### src/rtl/ssp_master_pkg.sv
// Shared types and constants for the SSP register-bus command master.
// Register map of ssp_uart, command opcodes and the sequencer state set.
package ssp_master_pkg;

  localparam int unsigned DW = 12;

  localparam logic [2:0] UCR    = 3'd0;
  localparam logic [2:0] USR    = 3'd1;
  localparam logic [2:0] RDR    = 3'd2;
  localparam logic [2:0] TDR    = 3'd3;
  localparam logic [2:0] SPR    = 3'd4;
  localparam logic [2:0] RA_MAX = SPR;

  typedef enum logic [1:0] {
    OP_RD  = 2'b00,
    OP_WR  = 2'b01,
    OP_WRV = 2'b10
  } op_e;

  typedef enum logic [2:0] {
    ST_IDLE,
    ST_SETUP,
    ST_STROBE,
    ST_WAIT,
    ST_RESP
  } state_e;

  // The reserved encoding 2'b11 behaves as a plain read.
  function automatic op_e decode_op(input logic [1:0] raw);
    case (raw)
      2'b01:   return OP_WR;
      2'b10:   return OP_WRV;
      default: return OP_RD;
    endcase
  endfunction

endpackage

### src/rtl/ssp_cmd_master_if.sv
// Command/response handshake bundle between a host fabric and ssp_cmd_master.
// The host side uses the master modport, the sequencer uses the slave modport.
interface ssp_cmd_master_if;
  import ssp_master_pkg::*;

  logic          cmd_valid;
  logic          cmd_ready;
  logic [1:0]    cmd_op;
  logic [2:0]    cmd_ra;
  logic [DW-1:0] cmd_wdata;
  logic          rsp_valid;
  logic          rsp_ready;
  logic [DW-1:0] rsp_rdata;
  logic          rsp_err;

  modport master (
    output cmd_valid, cmd_op, cmd_ra, cmd_wdata, rsp_ready,
    input  cmd_ready, rsp_valid, rsp_rdata, rsp_err
  );

  modport slave (
    input  cmd_valid, cmd_op, cmd_ra, cmd_wdata, rsp_ready,
    output cmd_ready, rsp_valid, rsp_rdata, rsp_err
  );

endinterface

### src/rtl/ssp_cmd_master.sv
// Sequences read / write / write-verify commands onto the ssp_uart register bus
// and returns one registered response per command. All outputs are registered.
module ssp_cmd_master
  import ssp_master_pkg::*;
#(
  parameter int unsigned RD_LAT = 2,
  parameter int unsigned ERRW   = 8
) (
  input  logic             Clk,
  input  logic             Rst_n,
  ssp_cmd_master_if.slave  cmd,
  output logic [ERRW-1:0]  err_cnt,
  output logic             SSP_SSEL,
  output logic [2:0]       SSP_RA,
  output logic             SSP_WnR,
  output logic [DW-1:0]    SSP_DI,
  output logic             SSP_EOC,
  input  logic [DW-1:0]    SSP_DO
);

  localparam int unsigned CW = $clog2(RD_LAT + 1);

  state_e          state_q, state_n;
  op_e             op_q, op_n;
  logic            verify_q, verify_n;
  logic [CW-1:0]   wait_q, wait_n;

  logic            ready_q, ready_n;
  logic            ssel_q, ssel_n;
  logic            eoc_q, eoc_n;
  logic            wnr_q, wnr_n;
  logic [2:0]      sra_q, sra_n;
  logic [DW-1:0]   di_q, di_n;
  logic            rsp_valid_q, rsp_valid_n;
  logic [DW-1:0]   rdata_q, rdata_n;
  logic            err_q, err_n;
  logic [ERRW-1:0] ecnt_q, ecnt_n;
  logic            bump;

  // Outputs are registered from the next-state decode, so each state's bus
  // values are visible during the cycle that state occupies.
  always_comb begin
    state_n     = state_q;
    op_n        = op_q;
    verify_n    = verify_q;
    wait_n      = wait_q;
    ssel_n      = ssel_q;
    eoc_n       = 1'b0;
    wnr_n       = wnr_q;
    sra_n       = sra_q;
    di_n        = di_q;
    rsp_valid_n = rsp_valid_q;
    rdata_n     = rdata_q;
    err_n       = err_q;

    case (state_q)
      ST_IDLE: begin
        if (cmd.cmd_valid && ready_q) begin
          op_n     = decode_op(cmd.cmd_op);
          verify_n = 1'b0;
          rdata_n  = '0;
          err_n    = 1'b0;
          if (cmd.cmd_ra > RA_MAX) begin
            state_n     = ST_RESP;
            rsp_valid_n = 1'b1;
            err_n       = 1'b1;
          end else begin
            state_n = ST_SETUP;
            ssel_n  = 1'b1;
            sra_n   = cmd.cmd_ra;
            wnr_n   = (decode_op(cmd.cmd_op) != OP_RD);
            di_n    = cmd.cmd_wdata;
          end
        end
      end

      ST_SETUP: begin
        state_n = ST_STROBE;
        eoc_n   = 1'b1;
      end

      ST_STROBE: begin
        if (wnr_q) begin
          if (op_q == OP_WRV) begin
            state_n  = ST_SETUP;
            verify_n = 1'b1;
            wnr_n    = 1'b0;
          end else begin
            state_n     = ST_RESP;
            ssel_n      = 1'b0;
            rsp_valid_n = 1'b1;
          end
        end else begin
          state_n = ST_WAIT;
          wait_n  = CW'(RD_LAT);
        end
      end

      ST_WAIT: begin
        if (wait_q == CW'(1)) begin
          state_n     = ST_RESP;
          ssel_n      = 1'b0;
          rsp_valid_n = 1'b1;
          rdata_n     = SSP_DO;
          // 4-state compare so an undriven readback is flagged as a mismatch.
          err_n       = verify_q && (SSP_DO !== di_q);
        end else begin
          wait_n = wait_q - CW'(1);
        end
      end

      ST_RESP: begin
        if (rsp_valid_q && cmd.rsp_ready) begin
          state_n     = ST_IDLE;
          rsp_valid_n = 1'b0;
        end
      end

      default: state_n = ST_IDLE;
    endcase

    ready_n = (state_n == ST_IDLE);
    bump    = (state_q != ST_RESP) && (state_n == ST_RESP) && err_n;
    ecnt_n  = (bump && (ecnt_q != '1)) ? ecnt_q + 1'b1 : ecnt_q;
  end

  always_ff @(posedge Clk or negedge Rst_n) begin
    if (!Rst_n) begin
      state_q     <= ST_IDLE;
      op_q        <= OP_RD;
      verify_q    <= 1'b0;
      wait_q      <= '0;
      ready_q     <= 1'b0;
      ssel_q      <= 1'b0;
      eoc_q       <= 1'b0;
      wnr_q       <= 1'b0;
      sra_q       <= '0;
      di_q        <= '0;
      rsp_valid_q <= 1'b0;
      rdata_q     <= '0;
      err_q       <= 1'b0;
      ecnt_q      <= '0;
    end else begin
      state_q     <= state_n;
      op_q        <= op_n;
      verify_q    <= verify_n;
      wait_q      <= wait_n;
      ready_q     <= ready_n;
      ssel_q      <= ssel_n;
      eoc_q       <= eoc_n;
      wnr_q       <= wnr_n;
      sra_q       <= sra_n;
      di_q        <= di_n;
      rsp_valid_q <= rsp_valid_n;
      rdata_q     <= rdata_n;
      err_q       <= err_n;
      ecnt_q      <= ecnt_n;
    end
  end

  assign cmd.cmd_ready = ready_q;
  assign cmd.rsp_valid = rsp_valid_q;
  assign cmd.rsp_rdata = rdata_q;
  assign cmd.rsp_err   = err_q;
  assign err_cnt       = ecnt_q;
  assign SSP_SSEL      = ssel_q;
  assign SSP_RA        = sra_q;
  assign SSP_WnR       = wnr_q;
  assign SSP_DI        = di_q;
  assign SSP_EOC       = eoc_q;

endmodule

### src/flat_wrapper.sv
// flat-port wrapper written by rule: the top's interface ports become plain ports
module ssp_cmd_master_flat import ssp_master_pkg::*;
#(
  parameter int unsigned RD_LAT = 2,
  parameter int unsigned ERRW   = 8
)
  (Clk, Rst_n, err_cnt, SSP_SSEL, SSP_RA, SSP_WnR, SSP_DI, SSP_EOC, SSP_DO, cmd_cmd_valid, cmd_cmd_op, cmd_cmd_ra, cmd_cmd_wdata, cmd_rsp_ready, cmd_cmd_ready, cmd_rsp_valid, cmd_rsp_rdata, cmd_rsp_err);
  ssp_cmd_master_if cmd_i ();
  input  logic Clk;
  input  logic Rst_n;
  output logic [ERRW-1:0] err_cnt;
  output logic SSP_SSEL;
  output logic [2:0] SSP_RA;
  output logic SSP_WnR;
  output logic [DW-1:0] SSP_DI;
  output logic SSP_EOC;
  input  logic [DW-1:0] SSP_DO;
  input wire logic [$bits(cmd_i.cmd_valid)-1:0] cmd_cmd_valid;
  input wire logic [$bits(cmd_i.cmd_op)-1:0] cmd_cmd_op;
  input wire logic [$bits(cmd_i.cmd_ra)-1:0] cmd_cmd_ra;
  input wire logic [$bits(cmd_i.cmd_wdata)-1:0] cmd_cmd_wdata;
  input wire logic [$bits(cmd_i.rsp_ready)-1:0] cmd_rsp_ready;
  output wire logic [$bits(cmd_i.cmd_ready)-1:0] cmd_cmd_ready;
  output wire logic [$bits(cmd_i.rsp_valid)-1:0] cmd_rsp_valid;
  output wire logic [$bits(cmd_i.rsp_rdata)-1:0] cmd_rsp_rdata;
  output wire logic [$bits(cmd_i.rsp_err)-1:0] cmd_rsp_err;
  assign cmd_i.cmd_valid = cmd_cmd_valid;
  assign cmd_i.cmd_op = cmd_cmd_op;
  assign cmd_i.cmd_ra = cmd_cmd_ra;
  assign cmd_i.cmd_wdata = cmd_cmd_wdata;
  assign cmd_i.rsp_ready = cmd_rsp_ready;
  assign cmd_cmd_ready = cmd_i.cmd_ready;
  assign cmd_rsp_valid = cmd_i.rsp_valid;
  assign cmd_rsp_rdata = cmd_i.rsp_rdata;
  assign cmd_rsp_err = cmd_i.rsp_err;
  ssp_cmd_master #(.RD_LAT(RD_LAT), .ERRW(ERRW)) u_core (.Clk(Clk), .Rst_n(Rst_n), .cmd(cmd_i), .err_cnt(err_cnt), .SSP_SSEL(SSP_SSEL), .SSP_RA(SSP_RA), .SSP_WnR(SSP_WnR), .SSP_DI(SSP_DI), .SSP_EOC(SSP_EOC), .SSP_DO(SSP_DO));
endmodule
### config.mk
export PLATFORM = sky130hd
export DESIGN_NAME = ssp_cmd_master_flat
export DESIGN_NICKNAME = d
export VERILOG_FILES = /design/src/rtl/ssp_master_pkg.sv /design/src/rtl/ssp_cmd_master_if.sv /design/src/rtl/ssp_cmd_master.sv /design/src/flat_wrapper.sv
export SDC_FILE = /design/constraint.sdc
export NUM_CORES = 1
export LEC_CHECK = 0
export ABC_AREA = 1
export BUFFER_PORTS_ARGS = -buffer_cell sky130_fd_sc_hd__clkbuf_2
export CORE_MARGIN = 10
export CORE_UTILIZATION = 48
export CTS_BUF_LIST = sky130_fd_sc_hd__clkbuf_4
export CTS_CLUSTER_DIAMETER = 80
export DETAILED_ROUTE_END_ITERATION = 12
export PLACE_DENSITY_LB_ADDON = 0.2
export SLEW_MARGIN = 20
export SYNTH_ARGS = -nofsm -noshare
export SYNTH_HDL_FRONTEND = slang
export SYNTH_SLANG_ARGS = --single-unit
### constraint.sdc
create_clock -name Clk -period 1.6 [get_ports Clk]
set_clock_uncertainty 0.15 [all_clocks]
set_input_delay 0.16 -clock Clk [delete_from_list [all_inputs] [get_ports Clk]]
set_output_delay 0.16 -clock Clk [all_outputs]
set_load 0.1 [all_outputs]
==> key figures, run 1 <==
Global routing
  • Remaining Overflow, GRT: 0
  • First-pass GRT wire length: 11700 µm
  • Largest net degree at the start of global routing: 50
  • Initial antenna violation count: 0
  • Vias in the first global route: 2443
  • GR Util All Layers: 16.4%

Timing
  • Fin crit period: 1720 ps
  • Fmax: 0.581 GHz
  • RSZ-0062 raised after global routing: true
  • Final hold vios: 0
  • Final Max Tran Viols: 0
  • Setup Viol. Count Final: 19
  • Worst-Margin Slew: 558 ps
  • Period utilisation layout: 108%
  • Setup slack after layout: -120 ps
  • Slew HR: 62.9%

Floorplanning
  • Die ar.: 8460 µm²
  • FP Rows: 26
  • Total core area: 5070 µm²
  • Die W: 92.0 µm
  • I/O pin count: 74
  • Starting Density: 49.0%
  • Die H: 92.0 µm

Routing
  • 1st-iter DRT viols: 67
  • Routed vias: 2509
  • Routed Antenna Nets: 0
  • DR vias/cell: 4.99
  • Drt pass-1 iters: 4
  • # DRC: 0
  • Drt wl/cell: 15.1 µm
  • Routed WL: 7620 µm

Yosys
  • Top cells by area, synth: dfrtp_1 (49%), nand2_1 (12%), nand3_1 (8.7%), inv_1 (4.4%), nor2_1 (3.6%)
  • Distinct cell type count of the synthesized netlist: 30
  • Post-synth net total: 330
  • Synth top area share: 49.3%
  • YS warnings: 0
  • Syn Inst Count: 293
  • Register bit total from synthesis: 49
  • Sequential fraction of the synthesis area: 49.3%
  • Syn Area/Cell: 8.49 µm²
  • Biggest area consumer among synthesized cells: dfrtp_1
  • Mapped Area: 2490 µm²

Place
  • Port Buffers: 73
  • DP Wirelength: 4910 µm
  • Routability cong.: 0.882
  • Cell Area, Placed: 3190 µm²
  • Dpl ws: -80.6 ps

Cells and area
  • Ratio of cells with drive above 1 in the final layout: 48.5%
  • Filler Cells Inserted: 340
  • Fin nets: 469
  • Post-route cell area: 3930 µm²
  • Area grow syn2layout: 58.1%
  • Most common cell after layout, fill and taps aside: nand2_1
  • Most frequent cells in the layout: nand2_1 (71), clkbuf_2 (64), nand3_1 (33)
  • Diode count: 0

CTS
  • Clk slew on worst S/H paths: 130 ps
  • CTS tree: built
  • Max Buffers Root-to-Sink: 2
  • Root buf cell: clkbuf_4
  • CTS buffer count: 5
  • CTS Sinks: 49
  • Later-pin clock latency in the skew report: 350 ps
  • H-tree lvl count: 2

Setup path
  • R2R setup slack: -120 ps
  • Critical R2R Capture: u_core.err_cnt[1]
  • Worst setup EP type: flip-flop
  • Most used cell, CP: nand2_1
  • CP required: 1750 ps
  • WS Path Type: reg2reg
  • R2R depth: 9
  • Crit path max-delay cell type: dfrtp_2
  • Worst setup SP type: flip-flop
  • Crit path DAT: 1870 ps
  • Peak per-stage delay on the critical path: 440 ps
  • CP max FO: 8
  • Reg-to-reg startpoint: u_core.SSP_DI[6]
  • Worst-path cell chain: xnor2_1 -> nand2_1 -> nor2_1 -> nand3_1 -> nand2_2 -> nand3_4 -> nand2_4 -> nand2_1 -> nand2_1

Run
  • Reported max-cap violation count: 0

Hold path
  • Hold path start: cmd_cmd_op[1]
  • Hold depth: 4
  • HP Class: in2reg
  • WHS Endpoint: u_core.op_q[1]

Power
  • Peak VDD IR: 0.00182 V
  • P_leak: 2.09 nW
  • Power density cells: 2070 nW/µm²

Status
  • Status: complete, but fails checks
  • Failing checks: setup timing
-- repair_timing --
action,4_1_cts,5_1_grt
pin swaps,2,19
setup buffers,2,7
hold endpoints to repair,76,0
gates resized for setup,11,65
setup endpoints to repair,26,34
gates cloned,0,4
hold buffers,28,0
-- synthesized netlist by cell type --
cell and number:
mux2_4 2, a21oi_1 11, nor2_4 1, inv_1 29, ha_1 4, a21oi_4 1, nand3_1 43, nand4_1 2
o21ai_2 1, inv_2 5, inv_4 1, nor3_1 2, nand3_2 1, o21ai_0 7, buf_6 1, nor2_1 24
nor3_2 1, clkbuf_1 4, xor2_1 4, nor2_8 1, nand2_2 2, nand2_1 77, nand2_4 4, nand3_4 1
buf_2 1, mux2_2 5, nor2_2 2, dfrtp_1 49, xnor2_1 5, o21ai_1 2
-- worst max-delay path: cells and delay by family (launching register included) --
| family | cells | cell delay (ps) |
|---|---|---|
| flip-flops | 1 | 440 |
| AND/OR/NAND/NOR | 8 | 840 |
| XOR/XNOR | 1 | 230 |
-- cell type report --
cell class,count,area (µm²),area share (%)
multi-input cells,206,1380,35.1
flip-flops and latches,49,1260,32.1
repair buffers,135,998,25.4
inverters,35,146,3.72
well taps,70,87.6,2.23
clock buffers,8,60.1,1.53
-- logic make-up (layout without fill, tap and decap cells) --
logic type               count (synthesis)  count (layout)  synth area share, %
AO/OA/AOI/OAI                           22              22                 5.03
XOR/XNOR                                 9               9                 3.17
adder cells (fa/ha/maj)                  4               4                 2.01
buffers and inverters                   41             178                 6.64
flip-flops                              49              49                 49.3
multiplexers                             7               7                 3.47
AND/OR/NAND/NOR                        161             164                 30.4
-- power by group --
group	internal [W]	leakage (nW)	switching, W
registers	0.00171	0.601	0.000331
logic	0.00152	1.45	0.00400
clock network	0.000227	0.0368	0.000366
total	0.00346	2.09	0.00470
-- stage by stage --
stage          setup TNS (ps)  power (W)  hold slack (ps)  utilization, %  cells
6_report                -1050    0.00815             23.8            77.5    503
5_1_grt                 -3750    0.00859             32.6            77.5    503
4_1_cts                  -606    0.00766             5.02            70.9    492
3_5_place_dp             -876    0.00685             21.3            62.9    454
3_3_place_gp             -469    0.00677             24.2            62.9    454
2_1_floorplan           -2160    0.00572             -286               -    293
-- per-layer routing --
layer  global-route usage [%]  wire length, µm  up-vias
met2                     28.9             4070       67
li1                         -                -     1224
met5                        0                0        -
met3                     4.65              408       11
met1                     19.8             3050     1207
met4                     2.44               91        0
-- worst max path at each step --
stage	startpoint	cells after the start	endpoint	slack, ps
final	u_core.SSP_DI[6]	9	u_core.err_cnt[1]	-120
after detailed placement	u_core.err_cnt[1]	11	u_core.err_cnt[0]	-80
after floorplan	u_core.err_cnt[0]	11	u_core.err_cnt[6]	-260
after global placement	u_core.state_q[2]	10	u_core.err_cnt[5]	-40
after CTS	u_core.err_cnt[1]	11	u_core.err_cnt[0]	-90
after global routing	u_core.SSP_DI[6]	9	u_core.err_cnt[1]	-240
-- registers in the layout, summed over array words and instances, names as in the netlist --
signal / cells
u_core.op_q: 2
u_core.SSP_DI: 12
u_core.cmd.rsp_err: 1
u_core.wait_q: 2
u_core.cmd.rsp_valid: 1
u_core.state_q: 3
u_core.verify_q: 1
u_core.err_cnt: 8
u_core.SSP_WnR: 1
u_core.SSP_SSEL: 1
u_core.cmd.cmd_ready: 1
u_core.SSP_RA: 3
u_core.cmd.rsp_rdata: 12
u_core.SSP_EOC: 1
No activity file was read; power rests on OpenSTA's default activity.
==> run 2: changes to the inputs <==
==> constraint.sdc (replaced) <==
create_clock -name Clk -period 1.45 [get_ports Clk]
set_clock_uncertainty 0.15 [all_clocks]
set_input_delay 0.145 -clock Clk [delete_from_list [all_inputs] [get_ports Clk]]
set_output_delay 0.145 -clock Clk [all_outputs]
set_load 0.1 [all_outputs]
==> run 2 against run 1 <==
Net effect: the flow now stops in global routing (5_1_grt); synthesized area stayed put; synthesized cell count stayed put.
==> key figures, run 2 <==
Status
  • Status: aborted with a tool error
  • Failed at: global routing (5_1_grt)
  • Log Error: [ERROR DPL-0038] Utilization greater than 100%, impossible to legalize

CTS
  • CTS buffer count: 5 (unchanged)
  • Root buf cell: clkbuf_4
  • Max Buffers Root-to-Sink: 2 (unchanged)
  • H-tree lvl count: 2 (unchanged)
  • CTS Sinks: 49 (unchanged)

Yosys
  • Most common cell in the netlist: nand2_1
  • Ys flop type: dfrtp_1
  • Async SR Flop Fraction: 100% (unchanged)
  • Post-synth net total: 330 (unchanged)
  • Sequential fraction of the synthesis area: 49.3% (unchanged)
  • EDFF count, synth: 0 (unchanged)
  • Synth top area share: 49.3% (unchanged)
  • Mapped Area: 2490 µm² (unchanged)
  • Most instantiated cells after synthesis: nand2_1 (77), dfrtp_1 (49), nand3_1 (43), inv_1 (29), nor2_1 (24)
  • Register bit total from synthesis: 49 (unchanged)
  • Distinct cell type count of the synthesized netlist: 30 (unchanged)
  • Top cells by area, synth: dfrtp_1 (49%), nand2_1 (12%), nand3_1 (8.7%), inv_1 (4.4%), nor2_1 (3.6%)
  • Biggest area consumer among synthesized cells: dfrtp_1
  • YS warnings: 0 (unchanged)
  • Syn Area/Cell: 8.49 µm² (unchanged)
  • Syn Inst Count: 293 (unchanged)

Timing
  • Worst EP Category: register data pin
  • Worst_ep grt: u_core.err_cnt[7]$_DFFE_PN0P_/D

Place
  • Dpl cells: 489 (+7.7%)
  • Cell Area, Placed: 3900 µm² (+22%)
  • Routability cong.: 0.843 (-4.4%)
  • DP Wirelength: 5970 µm (+22%)
  • Port Buffers: 73 (unchanged)

Floorplanning
  • Die H: 92.0 µm (unchanged)
  • Die W: 92.0 µm (unchanged)
  • FP Rows: 26 (unchanged)
  • Starting Density: 49.0% (unchanged)
  • I/O pin count: 74 (unchanged)

Global routing
  • Largest net degree at the start of global routing: 50
## run 2: kinds of logic after synthesis
logic type               after synthesis  synth area share, %
AND/OR/NAND/NOR                      161                 30.4
buffers and inverters                 41                 6.64
multiplexers                           7                 3.47
XOR/XNOR                               9                 3.17
AO/OA/AOI/OAI                         22                 5.03
flip-flops                            49                 49.3
adder cells (fa/ha/maj)                4                 2.01
## run 2: what timing repair did
item / CTS
pin swaps: 27
resized for setup: 99
setup buffers: 15
hold buffers: 29
gates cloned: 4
endpoints found under the setup margin: 61
hold endpoints to repair: 77
## run 2: through the flow
step	setup TNS (ps)	worst slack, ps	util, %	hold slack (ps)
CTS	-5890	-264	95.3	11.5
detailed placement	-9760	-299	76.9	2.58
global placement	-7250	-211	76.9	0.665
floorplan	-5760	-405	-	-301
==> run 3: changes to the inputs <==
--- a/config.mk
+++ b/config.mk
@@ -8,11 +8,9 @@
 export ABC_AREA = 1
 export BUFFER_PORTS_ARGS = -buffer_cell sky130_fd_sc_hd__clkbuf_2
 export CORE_MARGIN = 10
-export CORE_UTILIZATION = 48
-export CTS_BUF_LIST = sky130_fd_sc_hd__clkbuf_4
-export CTS_CLUSTER_DIAMETER = 80
+export CORE_UTILIZATION = 40
 export DETAILED_ROUTE_END_ITERATION = 12
-export PLACE_DENSITY_LB_ADDON = 0.2
+export PLACE_DENSITY_LB_ADDON = 0.15
 export SLEW_MARGIN = 20
 export SYNTH_ARGS = -nofsm -noshare
 export SYNTH_HDL_FRONTEND = slang
==> constraint.sdc (replaced) <==
create_clock -name Clk -period 1.9 [get_ports Clk]
set_clock_uncertainty 0.15 [all_clocks]
set_input_delay 0.19 -clock Clk [delete_from_list [all_inputs] [get_ports Clk]]
set_output_delay 0.19 -clock Clk [all_outputs]
set_load 0.1 [all_outputs]
==> run 3 against run 2 <==
Net effect: the run now ends clean.
==> key figures, run 3 (synthesis results as in run 1) <==
Routing
  • # DRC: 0
  • Routed vias: 2195
  • 1st-iter DRT viols: 58
  • DR vias/cell: 4.67
  • Drt wl/cell: 13.6 µm
  • Routed WL: 6390 µm
  • Routed Antenna Nets: 0
  • Drt pass-1 iters: 4

Global routing
  • Vias in the first global route: 2263
  • Remaining Overflow, GRT: 0
  • Initial antenna violation count: 0
  • First-pass GRT wire length: 10800 µm
  • Largest net degree at the start of global routing: 50
  • GR Util All Layers: 13.2%

Timing
  • Slew HR: 63.2%
  • Setup Viol. Count Final: 0
  • Worst-Margin Slew: 555 ps
  • Worst hold margin: 1.02 ps
  • Fmax: 0.558 GHz
  • Period utilisation layout: 94.3%
  • Setup_tns: 0 ps
  • RSZ-0062 raised after global routing: false
  • Fin crit period: 1790 ps
  • Final hold vios: 0
  • Final Max Tran Viols: 0

Cells and area
  • Most frequent cells in the layout: nand2_1 (75), clkbuf_2 (73), nand3_1 (43)
  • Ratio of cells with drive above 1 in the final layout: 35.4%
  • Most common cell after layout, fill and taps aside: nand2_1
  • Filler Cells Inserted: 563
  • Core Util, Final: 55.6%
  • Area grow syn2layout: 34.0%
  • Post-route cell area: 3330 µm²
  • Fin nets: 431
  • Diode count: 0

Place
  • Port Buffers: 73 (unchanged)
  • Routability cong.: 0.812 (-3.7%)
  • DP Wirelength: 4900 µm (-18%)
  • Cell Area, Placed: 3030 µm² (-22%)

Setup path
  • Worst-path cell chain: ha_4 -> nand2_1 -> inv_1 -> nand2_1 -> nor2_2 -> nand3_1 -> nand2_2 -> nor2_8 -> nand2_4 -> nand2_1 -> nand2_1
  • CP max FO: 9
  • Critical path depth: 11
  • Worst setup EP type: flip-flop
  • Most used cell, CP: nand2_1
  • Worst setup SP type: flip-flop
  • Worst path top cell family by delay: simple AND/OR/NAND/NOR gates
  • R2R depth: 11
  • Crit path buf inv count: 1
  • Crit path max-delay cell type: dfrtp_4
  • Peak per-stage delay on the critical path: 520 ps
  • Reg-to-reg startpoint: u_core.err_cnt[0]
  • R2R setup slack: 110 ps
  • WS Path Type: reg2reg
  • CP required: 1950 ps
  • Crit path DAT: 1840 ps
  • Critical R2R Capture: u_core.err_cnt[4]

CTS
  • Max Buffers Root-to-Sink: 2 (unchanged)
  • # Post-CTS Setup Buffers: 0 (-15)
  • CTS buffer count: 5 (unchanged)
  • Later-pin clock latency in the skew report: 300 ps
  • H-tree lvl count: 2 (unchanged)
  • CTS tree: built
  • CTS Sinks: 49 (unchanged)
  • Root buf cell: clkbuf_8
  • Clk slew on worst S/H paths: 90 ps

Floorplanning
  • Die H: 98.9 µm (+7.5%)
  • Total core area: 5990 µm²
  • Die W: 98.9 µm (+7.5%)
  • FP Rows: 28 (+7.7%)
  • Die ar.: 9770 µm²
  • Starting Density: 41.5% (-7.5 points)
  • I/O pin count: 74 (unchanged)

Status
  • Status: finished clean

Hold path
  • Hold depth: 3
  • HP Class: in2reg
  • WHS Endpoint: u_core.cmd.rsp_rdata[2]
  • Hold path start: SSP_DO[2]

Power
  • Power density cells: 1830 nW/µm²
  • Peak VDD IR: 0.00109 V
  • P_leak: 1.86 nW
  • Total power: 0.00611 W

Run
  • Reported max-cap violation count: 0
==> run 3: area by class of cell <==
type	instances	area, µm²	share of cell area [%]
Clock buffer	8	90.1	2.70
Inverter	35	134	4.02
Multi-Input combinational cell	203	1120	33.7
Sequential cell	49	1260	37.8
Tap cell	75	93.8	2.82
Timing Repair Buffer	100	631	18.9
==> run 3: how the worst max path moves through the flow <==
| stage | end | start |
|---|---|---|
| floorplan | u_core.err_cnt[6] | u_core.err_cnt[0] |
| global placement | u_core.err_cnt[1] | u_core.err_cnt[0] |
| detailed placement | u_core.err_cnt[4] | u_core.err_cnt[0] |
| CTS | u_core.err_cnt[4] | SSP_DO[7] |
| global route | u_core.SSP_DI[0] | u_core.state_q[0] |
| finish | u_core.err_cnt[4] | u_core.err_cnt[0] |
==> run 3: worst reg2reg max path: stages (launching register included) <==
cell and delay, ps:
dfrtp_4 520, ha_4 170, nand2_1 80, inv_1 60
nand2_1 70, nor2_2 50, nand3_1 80, nand2_2 100
nor2_8 170, nand2_4 110, nand2_1 80, nand2_1 60
==> run 3: metal layers <==
layer  share of wire [%]  track usage, %  wire (µm)  up-vias
met5                   0               0          0        -
met2                  48            22.1       3030       52
met4                 1.1            3.31         68        0
met1                  45            15.6       2870     1001
met3                 6.5            4.54        418        6
li1                    -               -          -     1136
==> run 3: power by group <==
group / internal [W] / switching, W / total, W
sequential: 0.00144 / 0.000273 / 0.00171
clock: 0.000297 / 0.000330 / 0.000628
combinational: 0.000782 / 0.00300 / 0.00378
total: 0.00252 / 0.00360 / 0.00611
==> run 3: metrics by stage <==
| stage | setup slack [ps] | instances |
|---|---|---|
| floorplan | 13.1 | 293 |
| global placement | 129 | 442 |
| detailed placement | 81.8 | 442 |
| CTS | 50.5 | 470 |
| global route | 4.82 | 470 |
| finish | 108 | 470 |
==> run 3: timing repair <==
item	4_1_cts	5_1_grt
endpoints found under the hold margin	68	0
gates resized for setup	0	2
hold buffers	20	0
setup endpoints to repair	0	20
==> run 4: changes to the inputs <==
--- a/config.mk
+++ b/config.mk
@@ -10,6 +10,7 @@
 export CORE_MARGIN = 10
 export CORE_UTILIZATION = 40
 export DETAILED_ROUTE_END_ITERATION = 12
+export GPL_TIMING_DRIVEN = 0
 export PLACE_DENSITY_LB_ADDON = 0.15
 export SLEW_MARGIN = 20
 export SYNTH_ARGS = -nofsm -noshare
==> run 4 against run 3 <==
Net effect: worst hold slack improved by 10 ps; sequential cell count did not move; via count rose by 4.9%; sequential share of layout area fell by 1.5 points; die area did not move; maximum frequency fell by 2.5%; global-route usage rose by 0.57 points; clock power rose by 7.6%; routed wire length rose by 6.5%; count of clock-buffer cells in the layout fell by 1; register-to-register slack got worse by 50 ps.
==> key figures, run 4 (synthesis results as in run 1) <==
Hold path
  • HP Class: in2reg

Routing
  • Routed Antenna Nets: 0 (unchanged)
  • # DRC: 0 (unchanged)
  • Drt wl/cell: 14.0 µm (+3.4%)
  • DR vias/cell: 4.76 (+1.8%)
  • Drt pass-1 iters: 4 (unchanged)
  • Routed vias: 2302 (+4.9%)
  • Routed WL: 6800 µm (+6.5%)
  • 1st-iter DRT viols: 83 (+43%)

Timing
  • Worst-Margin Slew: 683 ps (+128 ps)
  • Fmax: 0.544 GHz (-2.5%)
  • Final Max Tran Viols: 0 (unchanged)
  • Slew HR: 54.5% (-8.7 points)
  • Final hold vios: 0 (unchanged)
  • Period utilisation layout: 96.7% (+2.4 points)
  • Setup Viol. Count Final: 0 (unchanged)
  • Fin crit period: 1840 ps (+45.5 ps)
  • Setup_tns: 0 ps (unchanged)

Cells and area
  • Fin nets: 445 (+3.2%)
  • Post-route cell area: 3470 µm² (+4.1%)
  • Most common cell after layout, fill and taps aside: nand2_1
  • Core Util, Final: 57.9% (+2.3 points)
  • Footprint of the multi-input gates: 1140 µm² (+1.7%)
  • Filler Cells Inserted: 535 (-5.0%)
  • Diode count: 0 (unchanged)
  • Final Non-Filler Cells: 484 (+3.0%)
  • Most frequent cells in the layout: nand2_1 (75), clkbuf_2 (72), nand3_1 (43)
  • Register area: 1260 µm² (about the same)
  • Area grow syn2layout: 39.4%
  • Ratio of cells with drive above 1 in the final layout: 36.2% (+0.74 points)

CTS
  • CTS Sinks: 49 (unchanged)
  • Clk slew on worst S/H paths: 90 ps (about the same)
  • CTS buffer count: 5 (unchanged)
  • Root buf cell: clkbuf_8
  • Max Buffers Root-to-Sink: 2 (unchanged)
  • CTS tree: built
  • H-tree lvl count: 2 (unchanged)
  • Later-pin clock latency in the skew report: 300 ps (about the same)

Global routing
  • First-pass GRT wire length: 11300 µm (+5.2%)
  • Largest net degree at the start of global routing: 50 (unchanged)
  • GR Util All Layers: 13.7% (+0.57 points)
  • Vias in the first global route: 2319 (+2.5%)
  • Initial antenna violation count: 0 (unchanged)
  • Remaining Overflow, GRT: 0 (unchanged)

Setup path
  • WS Path Type: reg2reg
  • Crit path DAT: 1880 ps (+40 ps)
  • CP max FO: 10 (+1)
  • Worst setup EP type: flip-flop
  • CP required: 1940 ps (about the same)
  • Worst setup SP type: flip-flop

Floorplanning
  • Starting Density: 41.5% (unchanged)
  • Die W: 98.9 µm (unchanged)
  • I/O pin count: 74 (unchanged)
  • Die ar.: 9770 µm² (unchanged)
  • FP Rows: 28 (unchanged)
  • Die H: 98.9 µm (unchanged)
  • Total core area: 5990 µm² (unchanged)

Status
  • Status: finished clean

Place
  • Cell Area, Placed: 3000 µm² (-1.0%)
  • Port Buffers: 73 (unchanged)
  • Dpl cells: 441 (-0.23%)
  • DP Wirelength: 4840 µm (-1.2%)
  • Routability cong.: 0.809 (-0.35%)

Run
  • Reported max-cap violation count: 0 (unchanged)

Power
  • Peak VDD IR: 0.00118 V (+8.3%)
  • P_leak: 1.93 nW (+3.4%)
  • Power density cells: 1830 nW/µm² (-0.45%)
## run 4: cell count changes in the layout (fill, tap and decap cells not counted), sizes merged
cell         previous run  this run
buf                     7        10
clkbuf                 81        83
clkinv                  0         1
dlygate4sd3            20        27
nand3                  45        46
## run 4: path summary, 6_finish.rpt
kind / from / end / slack [ps] / cells after the start
max: u_core.state_q[0] / u_core.SSP_DI[5] / 60 / 8
min: SSP_DO[2] / u_core.cmd.rsp_rdata[2] / 10 / 3
max reg2reg: u_core.state_q[0] / u_core.SSP_DI[5] / 60 / 8
min reg2reg: u_core.SSP_SSEL / u_core.SSP_SSEL / 360 / 2
max in group asynchronous: Rst_n / u_core.cmd.cmd_ready / 750 / 2
min in group asynchronous: Rst_n / u_core.SSP_DI[3] / 330 / 2
## run 4: cell type report
type	count	share of cell area (%)
multi-input combinational	204	32.9
buffer	6	0.938
clock inverter	1	0.144
sequential	49	36.4
tap	75	2.71
inverter	35	3.86
timing repair buffer	107	20.3
clock buffer	7	2.78
## run 4: critical path: stages (launching register included)
cell	delay [ps]
dfrtp_1	440
nor2_2	140
inv_2	90
nor2_4	140
nand2_4	110
inv_4	90
nand2_4	90
buf_6	180
mux2_4	290
## run 4: layer usage
metal	global-route usage [%]	vias up	wire length, µm	part of all wire [%]
li1	-	1166	-	-
met1	17.6	1074	3080	45
met2	21.9	58	3240	48
met3	4.19	4	418	6.1
met4	3.64	0	67	0.99
met5	0	-	0	0
## run 4: repair_timing
item,CTS,global route
hold buffers,27,0
gates cloned,0,1
pin swaps,0,2
setup buffers,0,7
hold endpoints to repair,75,0
gates resized for setup,1,7
endpoints found under the setup margin,4,28
## run 4: through the flow
| step | total power [W] | hold slack (ps) | setup slack [ps] |
|---|---|---|---|
| after floorplan | 0.00479 | -256 | 13.1 |
| after global placement | 0.00542 | 273 | 15.2 |
| after detailed placement | 0.00546 | 154 | 9.54 |
| after CTS | 0.00621 | 8.16 | 35.4 |
| after global routing | 0.00671 | 11.0 | -15.7 |
| final | 0.00634 | 11.3 | 62.5 |
## run 4: power breakdown
group | leakage (nW) | switching [W] | total, W | internal, W
sequential | 0.599 | 0.000276 | 0.00171 | 0.00144
clock | 0.0542 | 0.000346 | 0.000676 | 0.000330
combinational | 1.27 | 0.00307 | 0.00395 | 0.000882
